`src/rtl/legv8_exec_ctrl_if.sv`:
```
// Bundle between the LEGv8 datapath and the execute-stage controller.
// Signals: decode/operand inputs, datapath control outputs, ALU result,
// branch decision and the registered NZCV flags.
// Flow control: there is no valid/ready pair. Every input is consumed
// combinationally in the cycle it is presented. en is the only
// qualifier, and it gates the NZCV update at the rising clock edge
// (en=0 means stall/hold).
interface legv8_exec_ctrl_if #(
  parameter int WIDTH = 64
);
  logic             en;
  logic [10:0]      opcode;
  logic [WIDTH-1:0] op_a;
  logic [WIDTH-1:0] op_b;
  logic [WIDTH-1:0] imm;
  logic             reg2loc;
  logic             alusrc;
  logic             memtoreg;
  logic             regwrite;
  logic             memread;
  logic             memwrite;
  logic             branch;
  logic [1:0]       aluop;
  logic [3:0]       alu_ctrl;
  logic [WIDTH-1:0] alu_result;
  logic             zero;
  logic             take_branch;
  logic [3:0]       nzcv;

  modport master (
    output en, opcode, op_a, op_b, imm,
    input  reg2loc, alusrc, memtoreg, regwrite, memread, memwrite, branch,
    input  aluop, alu_ctrl, alu_result, zero, take_branch, nzcv
  );

  modport slave (
    input  en, opcode, op_a, op_b, imm,
    output reg2loc, alusrc, memtoreg, regwrite, memread, memwrite, branch,
    output aluop, alu_ctrl, alu_result, zero, take_branch, nzcv
  );
endinterface

```
`src/rtl/legv8_exec_ctrl.sv`:
```
// LEGv8 single-cycle execute controller: main decoder, ALU-control
// decoder, 64-bit ALU, branch decision and the NZCV status register.
// Optional build macro EXEC_OUT_REG_EN: when defined, alu_result, zero
// and take_branch are registered (one cycle of latency, always loaded,
// asynchronously cleared by reset=0). When it is undefined they are
// combinational.
module legv8_exec_ctrl #(
  parameter int WIDTH = 64
) (
  input logic               clk,
  input logic               reset,
  legv8_exec_ctrl_if.slave  bus
);
  localparam logic [10:0] OP_ADD  = 11'h458;
  localparam logic [10:0] OP_SUB  = 11'h658;
  localparam logic [10:0] OP_AND  = 11'h450;
  localparam logic [10:0] OP_ORR  = 11'h550;
  localparam logic [10:0] OP_LDUR = 11'h7C2;
  localparam logic [10:0] OP_STUR = 11'h7C0;
  // CBZ occupies 0x5A0-0x5A7; only the upper 8 bits identify it.
  localparam logic [7:0]  OP_CBZ_HI = 8'hB4;

  logic             is_r;
  logic             reg2loc_d, alusrc_d, memtoreg_d, regwrite_d;
  logic             memread_d, memwrite_d, branch_d;
  logic [1:0]       aluop_d;
  logic [3:0]       alu_ctrl_d;
  logic [WIDTH-1:0] b_mux;
  logic [WIDTH:0]   sum_w;
  logic [WIDTH:0]   dif_w;
  logic [WIDTH-1:0] res_c;
  logic             c_c, v_c, zero_c;
  logic [3:0]       flags_c;
  logic [3:0]       nzcv_d, nzcv_q;

  assign is_r = (bus.opcode == OP_ADD) || (bus.opcode == OP_SUB) ||
                (bus.opcode == OP_AND) || (bus.opcode == OP_ORR);

  // Main decoder: unknown opcodes fall through to an all-zero NOP.
  always_comb begin
    reg2loc_d  = 1'b0;
    alusrc_d   = 1'b0;
    memtoreg_d = 1'b0;
    regwrite_d = 1'b0;
    memread_d  = 1'b0;
    memwrite_d = 1'b0;
    branch_d   = 1'b0;
    aluop_d    = 2'b00;
    if (is_r) begin
      regwrite_d = 1'b1;
      aluop_d    = 2'b10;
    end else if (bus.opcode == OP_LDUR) begin
      alusrc_d   = 1'b1;
      memtoreg_d = 1'b1;
      regwrite_d = 1'b1;
      memread_d  = 1'b1;
    end else if (bus.opcode == OP_STUR) begin
      reg2loc_d  = 1'b1;
      alusrc_d   = 1'b1;
      memwrite_d = 1'b1;
    end else if (bus.opcode[10:3] == OP_CBZ_HI) begin
      reg2loc_d  = 1'b1;
      branch_d   = 1'b1;
      aluop_d    = 2'b01;
    end
  end

  // ALU-control decoder: R-format selects by opcode, otherwise add or pass-B.
  always_comb begin
    alu_ctrl_d = 4'b0010;
    case (aluop_d)
      2'b01: alu_ctrl_d = 4'b0111;
      2'b10: begin
        case (bus.opcode)
          OP_SUB:  alu_ctrl_d = 4'b0110;
          OP_AND:  alu_ctrl_d = 4'b0000;
          OP_ORR:  alu_ctrl_d = 4'b0001;
          default: alu_ctrl_d = 4'b0010;
        endcase
      end
      default: alu_ctrl_d = 4'b0010;
    endcase
  end

  assign b_mux = alusrc_d ? bus.imm : bus.op_b;
  // The subtract carry-out is the unsigned no-borrow flag (A >= B).
  assign sum_w = {1'b0, bus.op_a} + {1'b0, b_mux};
  assign dif_w = {1'b0, bus.op_a} + {1'b0, ~b_mux} + {{WIDTH{1'b0}}, 1'b1};

  // ALU datapath and carry/overflow for the arithmetic operations.
  always_comb begin
    res_c = '0;
    c_c   = 1'b0;
    v_c   = 1'b0;
    case (alu_ctrl_d)
      4'b0000: res_c = bus.op_a & b_mux;
      4'b0001: res_c = bus.op_a | b_mux;
      4'b0010: begin
        res_c = sum_w[WIDTH-1:0];
        c_c   = sum_w[WIDTH];
        v_c   = (bus.op_a[WIDTH-1] == b_mux[WIDTH-1]) &&
                (res_c[WIDTH-1] != bus.op_a[WIDTH-1]);
      end
      4'b0110: begin
        res_c = dif_w[WIDTH-1:0];
        c_c   = dif_w[WIDTH];
        v_c   = (bus.op_a[WIDTH-1] != b_mux[WIDTH-1]) &&
                (res_c[WIDTH-1] != bus.op_a[WIDTH-1]);
      end
      4'b0111: res_c = b_mux;
      4'b1100: res_c = ~(bus.op_a | b_mux);
      default: res_c = '0;
    endcase
  end

  assign zero_c  = ~|res_c;
  assign flags_c = {res_c[WIDTH-1], zero_c, c_c, v_c};
  assign nzcv_d  = (bus.en && (aluop_d == 2'b10)) ? flags_c : nzcv_q;

  // Status register: captures flags from enabled R-format operations only.
  always_ff @(posedge clk or negedge reset) begin
    if (!reset) nzcv_q <= 4'b0000;
    else        nzcv_q <= nzcv_d;
  end

  assign bus.reg2loc  = reg2loc_d;
  assign bus.alusrc   = alusrc_d;
  assign bus.memtoreg = memtoreg_d;
  assign bus.regwrite = regwrite_d;
  assign bus.memread  = memread_d;
  assign bus.memwrite = memwrite_d;
  assign bus.branch   = branch_d;
  assign bus.aluop    = aluop_d;
  assign bus.alu_ctrl = alu_ctrl_d;
  assign bus.nzcv     = nzcv_q;

`ifdef EXEC_OUT_REG_EN
  logic [WIDTH-1:0] res_q;
  logic             zero_q, take_q;

  // Output stage: loads every cycle regardless of en.
  always_ff @(posedge clk or negedge reset) begin
    if (!reset) begin
      res_q  <= '0;
      zero_q <= 1'b0;
      take_q <= 1'b0;
    end else begin
      res_q  <= res_c;
      zero_q <= zero_c;
      take_q <= branch_d & zero_c;
    end
  end

  assign bus.alu_result  = res_q;
  assign bus.zero        = zero_q;
  assign bus.take_branch = take_q;
`else
  assign bus.alu_result  = res_c;
  assign bus.zero        = zero_c;
  assign bus.take_branch = branch_d & zero_c;
`endif
endmodule

```
`src/flat_wrapper.sv`:
```
// flat-port wrapper written by rule: the top's interface ports become plain ports
module legv8_exec_ctrl_flat 
#(
  parameter int WIDTH = 64
)
  (clk, reset, bus_en, bus_opcode, bus_op_a, bus_op_b, bus_imm, bus_reg2loc, bus_alusrc, bus_memtoreg, bus_regwrite, bus_memread, bus_memwrite, bus_branch, bus_aluop, bus_alu_ctrl, bus_alu_result, bus_zero, bus_take_branch, bus_nzcv);
  legv8_exec_ctrl_if #(.WIDTH(WIDTH)) bus_i ();
  input logic clk;
  input logic reset;
  input wire logic [$bits(bus_i.en)-1:0] bus_en;
  input wire logic [$bits(bus_i.opcode)-1:0] bus_opcode;
  input wire logic [$bits(bus_i.op_a)-1:0] bus_op_a;
  input wire logic [$bits(bus_i.op_b)-1:0] bus_op_b;
  input wire logic [$bits(bus_i.imm)-1:0] bus_imm;
  output wire logic [$bits(bus_i.reg2loc)-1:0] bus_reg2loc;
  output wire logic [$bits(bus_i.alusrc)-1:0] bus_alusrc;
  output wire logic [$bits(bus_i.memtoreg)-1:0] bus_memtoreg;
  output wire logic [$bits(bus_i.regwrite)-1:0] bus_regwrite;
  output wire logic [$bits(bus_i.memread)-1:0] bus_memread;
  output wire logic [$bits(bus_i.memwrite)-1:0] bus_memwrite;
  output wire logic [$bits(bus_i.branch)-1:0] bus_branch;
  output wire logic [$bits(bus_i.aluop)-1:0] bus_aluop;
  output wire logic [$bits(bus_i.alu_ctrl)-1:0] bus_alu_ctrl;
  output wire logic [$bits(bus_i.alu_result)-1:0] bus_alu_result;
  output wire logic [$bits(bus_i.zero)-1:0] bus_zero;
  output wire logic [$bits(bus_i.take_branch)-1:0] bus_take_branch;
  output wire logic [$bits(bus_i.nzcv)-1:0] bus_nzcv;
  assign bus_i.en = bus_en;
  assign bus_i.opcode = bus_opcode;
  assign bus_i.op_a = bus_op_a;
  assign bus_i.op_b = bus_op_b;
  assign bus_i.imm = bus_imm;
  assign bus_reg2loc = bus_i.reg2loc;
  assign bus_alusrc = bus_i.alusrc;
  assign bus_memtoreg = bus_i.memtoreg;
  assign bus_regwrite = bus_i.regwrite;
  assign bus_memread = bus_i.memread;
  assign bus_memwrite = bus_i.memwrite;
  assign bus_branch = bus_i.branch;
  assign bus_aluop = bus_i.aluop;
  assign bus_alu_ctrl = bus_i.alu_ctrl;
  assign bus_alu_result = bus_i.alu_result;
  assign bus_zero = bus_i.zero;
  assign bus_take_branch = bus_i.take_branch;
  assign bus_nzcv = bus_i.nzcv;
  legv8_exec_ctrl #(.WIDTH(WIDTH)) u_core (.clk(clk), .reset(reset), .bus(bus_i));
endmodule
```
`config.mk`:
```
export PLATFORM = sky130hd
export DESIGN_NAME = legv8_exec_ctrl_flat
export DESIGN_NICKNAME = d
export VERILOG_FILES = /design/src/rtl/legv8_exec_ctrl_if.sv /design/src/rtl/legv8_exec_ctrl.sv /design/src/flat_wrapper.sv
export SDC_FILE = /design/constraint.sdc
export NUM_CORES = 1
export LEC_CHECK = 0
export CAP_MARGIN = 20
export CORE_MARGIN = 5
export CORE_UTILIZATION = 40
export CTS_CLUSTER_DIAMETER = 60
export CTS_CLUSTER_SIZE = 14
export DETAILED_ROUTE_END_ITERATION = 10
export MAX_ROUTING_LAYER = met4
export SETUP_SLACK_MARGIN = 0.05
export SYNTH_ARGS = -nofsm -noshare
export SYNTH_HDL_FRONTEND = slang
export SYNTH_SLANG_ARGS = --single-unit
```
`constraint.sdc`:
```
create_clock -name clk -period 14.8 [get_ports clk]
set_clock_uncertainty 0.1 [all_clocks]
set_input_delay 3.7 -clock clk [delete_from_list [all_inputs] [get_ports clk]]
set_output_delay 3.7 -clock clk [all_outputs]
set_load 0.01 [all_outputs]
```
* After elaboration in Yosys (flattened, before gate mapping)
Cells that the tools add are included.
** Word-level totals
- Flip-flop bits (word level) :: 4
- Word-level logic and storage cells :: 61
- Output and inout bits :: 83
- Input port bits :: 206
** Operators by class
- Multiplexer cells :: 25
- Bitwise operators :: 5
- Reductions and logical operators :: 9
- Eq/ne operators :: 18
- Add/subtract/negate cells :: 3
** Operators with widths (number)
- one-hot mux 64 bit (6 select lines) :: 1
- adder 64 x 64 -> 65 bit :: 2
- inverter 64 bit :: 2
- equality test 11 bit, second input constant :: 6
- adder 65 x 1 -> 65 bit, second input constant :: 1
- bitwise AND 64 bit :: 1
- two-way mux 64 bit :: 1
- OR 64 bit :: 1
- OR reduction 64 bit :: 1
- two-way mux 1 bit :: 16
- one-hot mux 3 bit (3 select lines) :: 1
- equality test 4 x 3 -> 1 bit, second input constant :: 2
- equality test 8 bit, second input constant :: 1
- one-hot mux 4 bit (2 select lines) :: 1
- two-way mux 2 bit :: 3
- equality test 4 x 1 -> 1 bit, second input constant :: 1
- equality test 4 x 2 -> 1 bit, second input constant :: 1
- equality test 4 bit, second input constant :: 1
- zero test 4 bit :: 1
- one-hot mux 1 bit (2 select lines) :: 2
- logical AND 1 bit :: 3
- logical OR 1 bit :: 3
- inequality test 1 bit :: 3
- equality test 2 x 1 -> 1 bit, second input constant :: 1
- other kinds (4) :: 4

* Logic depth before layout (Yosys ltp)
- Depth after elaboration :: 13
- Depth in mapped cells :: 29
- Mapped depth without buffers :: 22

* Worst setup path before layout
OpenSTA, ideal clock, no wires.
- Kind :: input to output
- Start :: in bus_opcode[2]
- End :: out bus_take_branch
- Stages on the path :: 28
- Data arrival time :: 9.672 ns
- Buffers on the path :: 6
- Path slack :: 1.328 ns
- Cells stage by stage :: and4bb_1 -> nand3b_1 -> buf_4 -> or2_2 -> buf_2 -> inv_1 -> buf_2 -> buf_2 -> clkbuf_1 -> buf_1 -> nand2_1 -> nand2_1 -> ha_1 -> inv_1 -> fa_1 -> nor2b_1 -> o311ai_1 -> a211oi_2 -> nor3_2 -> o21ai_2 -> a211o_1 -> a221oi_1 -> o221ai_1 -> a2111oi_0 -> nand4_1 -> nor4_2 -> nand4b_4 -> nor3_2
** Between the ends
- Word-level cells in the longest chain between the ends :: 13
- Elaborated cells between the ends (all ways) :: 40
** Ends and longest elaborated chain
- start, declared :: RTL line flat_wrapper.sv:11 : input wire logic [$bits(bus_i.opcode)-1:0] bus_opcode;
- equality test 11 bit (on tied branches) :: RTL line legv8_exec_ctrl.sv:36, legv8_exec_ctrl.sv:74
- logical OR 1 bit (2 in a row) :: RTL line legv8_exec_ctrl.sv:36 : assign is_r = (bus.opcode == OP_ADD) || (bus.opcode == OP_SUB) ||
- logical OR 1 bit :: RTL line legv8_exec_ctrl.sv:37 : (bus.opcode == OP_AND) || (bus.opcode == OP_ORR);
- two-way mux 1 bit :: RTL line legv8_exec_ctrl.sv:49 : if (is_r) begin
- two-way mux 64 bit :: RTL line legv8_exec_ctrl.sv:85 : assign b_mux = alusrc_d ? bus.imm : bus.op_b;
- inverter 64 bit :: RTL line legv8_exec_ctrl.sv:88 : assign dif_w = {1'b0, bus.op_a} + {1'b0, ~b_mux} + {{WIDTH{1'b0}}, 1'b1};
- adder 64 x 64 -> 65 bit :: RTL line legv8_exec_ctrl.sv:88
- adder 65 x 1 -> 65 bit :: RTL line legv8_exec_ctrl.sv:88
- one-hot mux 64 bit (6 select lines) * :: RTL line legv8_exec_ctrl.sv:95 : case (alu_ctrl_d)
- named net bus_alu_result[36] :: RTL line flat_wrapper.sv:24 : output wire logic [$bits(bus_i.alu_result)-1:0] bus_alu_result;
- OR reduction 64 bit * :: RTL line legv8_exec_ctrl.sv:116 : assign zero_c = ~|res_c;
- zero test 1 bit * :: RTL line legv8_exec_ctrl.sv:116
- bitwise AND 1 bit * :: RTL line legv8_exec_ctrl.sv:160 : assign bus.take_branch = branch_d & zero_c;
- end, declared :: RTL line flat_wrapper.sv:26 : output wire logic [$bits(bus_i.take_branch)-1:0] bus_take_branch;
The timed path passes the listed nets; every way through them passes the cells marked *.

* Worst setup path after layout
- Start :: in bus_opcode[2]
- End :: out bus_take_branch
** Between the ends
- Word-level cells in the longest chain between the ends :: 13
- Elaborated cells between the ends (all ways) :: 40
** Ends and longest elaborated chain (RTL line)
- equality test 11 bit (on tied branches) :: legv8_exec_ctrl.sv:36, legv8_exec_ctrl.sv:74
- logical OR 1 bit (2 in a row) :: legv8_exec_ctrl.sv:36
- logical OR 1 bit :: legv8_exec_ctrl.sv:37
- two-way mux 1 bit :: legv8_exec_ctrl.sv:49
- two-way mux 64 bit :: legv8_exec_ctrl.sv:85
- inverter 64 bit :: legv8_exec_ctrl.sv:88
- adder 64 x 64 -> 65 bit :: legv8_exec_ctrl.sv:88
- adder 65 x 1 -> 65 bit :: legv8_exec_ctrl.sv:88
- one-hot mux 64 bit (6 select lines) :: legv8_exec_ctrl.sv:95
- OR reduction 64 bit :: legv8_exec_ctrl.sv:116
- zero test 1 bit :: legv8_exec_ctrl.sv:116
- bitwise AND 1 bit * :: legv8_exec_ctrl.sv:160
Every way passes the cells marked *; elsewhere a longest branch is shown, timed or not.

==> key figures <==
Power
  • Power share of the combinational group: 0.934
  • Switching Power: between 0.0004 and 0.0005 W
  • Power density cells: approximately 45 nW/µm²
  • Sequential Power Share: 0.014
  • Internal power: 0.000345 W
  • Maximum VDD drop: between 0.00004 and 0.00005 V
  • Switching Fraction: 0.571
  • Clock Power Share: 0.052
  • LEAKAGE: 7.87 nW

Final layout
  • Area of the multi-input gates: approximately 13000 µm²
  • Fillers: ~3700
  • Seq. cell area: between 100 and 150 µm²
  • Proportion of layout cells with a drive suffix above 1: 0.0838
  • Area grow syn2layout: 25.4%
  • Max reg flops: 4
  • Nets@finish: between 2000 and 3000
  • Final Cell Area: 18000 µm²
  • Non-filler instance count after layout: 2908
  • Final core occ: 0.506

STA
  • Max-slew violation count: 0
  • Worst-margin pin slew: 0.978 ns
  • Part of the cycle the worst path needs: 0.979
  • F_max: approximately 70 MHz
  • Crit path time final: 14.49 ns
  • TNS Setup: 0 ns
  • Relative slew slack: 0.342
  • Final count of negative-setup-slack endpoints: 0
  • Endpoints failing hold: 0
  • Hold Slack: between 0.4 and 0.5 ns
  • Unrepaired setup endpoints after global routing: no

Global routing
  • Initial antenna violation count: 1
  • GRT Resource Usage Total: 0.360
  • Global-route wire length before repair: roughly 110000 µm
  • Number of global-route vias before repair: approximately 18000
  • Maximum number of pins on one net before global-route repair: between 100 and 150
  • Grt ovf: 0

Critical path
  • WS Path Type: input port to primary output
  • Reg2Reg Setup Slack: between 10 and 15 ns
  • Worst r2r path cells: 1
  • Crit-path cells: clkdlybuf4s50_1, and4bb_1, nand3b_1, or2_2, clkinv_2, buf_4, mux2i_1, inv_1, ha_1, inv_1, a21oi_1, a21oi_1, o31a_1, or3_1, a221oi_4, o21ai_2, a221oi_2, o221ai_1, nand3b_1, or4_4, nand4b_4, nor3_2, clkdlybuf4s50_1
  • Worst Path Arrival: 10.69 ns
  • Crit path launch type: input port
  • CP max-delay cell: a221oi_4
  • Crit path max fanout: 15
  • Critical Path Max Stage Delay: around 0.57 ns
  • Reg2Reg Launch Point: u_core.bus.nzcv[3]$_DFFE_PN0P_
  • Crit. End Element: primary output
  • Worst r2r dst: u_core.bus.nzcv[3]$_DFFE_PN0P_
  • CP Data Required Time: about 11 ns

Logic synthesis
  • Synth top area cells: ha_1, nand2_1, a21oi_1, inv_1, nor2_1
  • Library cells used by synthesis: 114
  • Synthesis-stage register bit count: 4
  • Seq/Total Area, Yosys: 0.00699
  • Syn Nets: 2622
  • Most frequent cell after synthesis: nand2_1
  • Syn Area/Cell: ~6.5 µm²
  • Synthesized area: 14300 µm²
  • Post-synth top flop: dfrtp_1
  • Number of flops mapped to enable cells by yosys: 0
  • Syn Inst Count: around 2200
  • Leading area contributor after synthesis: ha_1
  • Async set-reset flop share out of synthesis: 1.00
  • Synth cell count leaders: nand2_1, inv_1, ha_1
  • Yosys warns: 0
  • Yosys top cell area share: 0.182

Route
  • Routed len/inst: 25.5 µm
  • Remaining antenna violation count after routing: 0
  • Drt drc: 0
  • Starting DRT DRC Count: between 2000 and 2500
  • WL final: around 74000 µm
  • Via density: 6.44
  • Total number of vias: between 15000 and 20000
  • First-pass DRT Iterations: 9

Placed design
  • Global placement routability congestion: 1.12
  • DP Area: between 15000 and 20000 µm²
  • DP Cell Count: 2902
  • Hpwl dp: 60100 µm
  • PortBufs: about 290

Clock network
  • Max clock buf depth: 2
  • # H-tree levels: 1
  • Worst-Skew Late Latency: roughly 0.22 ns
  • Clk sink count: 4
  • TritonCTS clock tree: built
  • Num CTS Buffers: 3
  • Root buffer cell: clkbuf_16
  • Clock transition at path regs: approximately 0.030 ns

Job
  • Maximum capacitance violations: 0

Floorplanning
  • Die Y: roughly 200 µm
  • Full die area: a little under 40000 µm²
  • Initial Utilization: 0.404
  • Rows: ~70
  • I/O pin total: ~290
  • Core Region: 35500 µm²
  • Die W: about 200 µm

Min path
  • Worst hold endpoint: u_core.bus.nzcv[2]$_DFFE_PN0P_
  • Hold Crit Start: u_core.bus.nzcv[2]$_DFFE_PN0P_
  • Hold path depth: 1
  • Hold Crit Class: flop to flop

Run status
  • Status: complete, no violations
[critical path, delay by kind of cell]
family	cells	cell delay, ns
buffers and inverters	6	1.85
AND/OR/NAND/NOR	8	2.29
AO/OA/AOI/OAI	7	2.08
adder cells (fa/ha/maj)	1	0.37
multiplexers	1	0.37
[worst max-delay path by stage]
| stage | start | end | slack (ns) |
|---|---|---|---|
| floorplan | bus_opcode[2] | bus_take_branch | 1.33 |
| global placement | bus_opcode[2] | bus_take_branch | -0.13 |
| detailed placement | bus_opcode[2] | bus_take_branch | -0.13 |
| CTS | bus_opcode[2] | bus_take_branch | 0.06 |
| global route | bus_opcode[2] | bus_take_branch | 0.05 |
| finish | bus_opcode[2] | bus_take_branch | 0.31 |
[cell usage in the layout, fill, tap and decap left out, drive strengths merged, types with 9 or more instances in the layout]
cell type and count:
nand2 274, o311ai 9, o211ai 31, o21a 15, o21ai 130, or4 13
a311oi 11, a2111oi 9, o221ai 20, nor2b 16, clkdlybuf4s50 286, a22oi 16
buf 83, nand2b 20, nor2 194, o22ai 27, inv 222, a211oi 35
ha 208, mux2i 69, a221oi 19, and2 19, a221o 15, o21bai 21
o31ai 45, nand3 38, nor3 49, nor4 43, nand4 38, a31oi 26
a21oi 207, a21o 31, a211o 14, or2 16, or3 17, xnor2 21
and3 9
[final cells by class]
type / instances / area share
multi-input cells: 1845 / 0.715
inverters: 225 / 0.0471
repair buffers: 369 / 0.196
flip-flops and latches: 4 / 0.00558
diodes: 1 / 0.000139
clock buffers: 3 / 0.00418
well taps: 461 / 0.0321
[timing repair]
action                     CTS  global route
resized for setup            6            35
setup endpoints to repair    2             2
hold buffers                 0             0
setup buffers                0             2
[through the flow]
stage | setup WS (ns) | power, W
after floorplan | 1.33 | 0.000423
after global placement | -0.135 | 0.000731
after detailed placement | -0.128 | 0.000731
after CTS | 0.0565 | 0.000778
after global routing | 0.0537 | 0.000854
final | 0.310 | 0.000805
[cells by family (layout without fill, tap and decap cells)]
family | count (synthesis) | count (layout) | synth area share
buffers and inverters | 357 | 597 | 0.111
adder cells (fa/ha/maj) | 210 | 210 | 0.185
XOR/XNOR | 25 | 25 | 0.0153
multiplexers | 74 | 74 | 0.0522
AND/OR/NAND/NOR | 774 | 774 | 0.263
AO/OA/AOI/OAI | 761 | 761 | 0.367
other | 1 | 2 | 0.000262
flip-flops | 4 | 4 | 0.00699
[layer usage]
layer  global-route usage  part of all wire  vias up
met5                    -                 0        -
met4                0.116             0.040        0
met3               0.0437             0.091      193
met2                0.563              0.44     1087
met1                0.484              0.43     8889
li1                     -                 -     8564
[power by group through the flow]
stage          clock network [W]  registers [W]  logic (W)
2_1_floorplan                  0      0.0000115   0.000411
3_3_place_gp                   0      0.0000115   0.000719
3_5_place_dp                   0      0.0000115   0.000719
4_1_cts                0.0000420      0.0000114   0.000725
5_1_grt                0.0000431      0.0000114   0.000800
6_report               0.0000417      0.0000114   0.000752
Note: power is estimated with default switching activity, not from simulation.
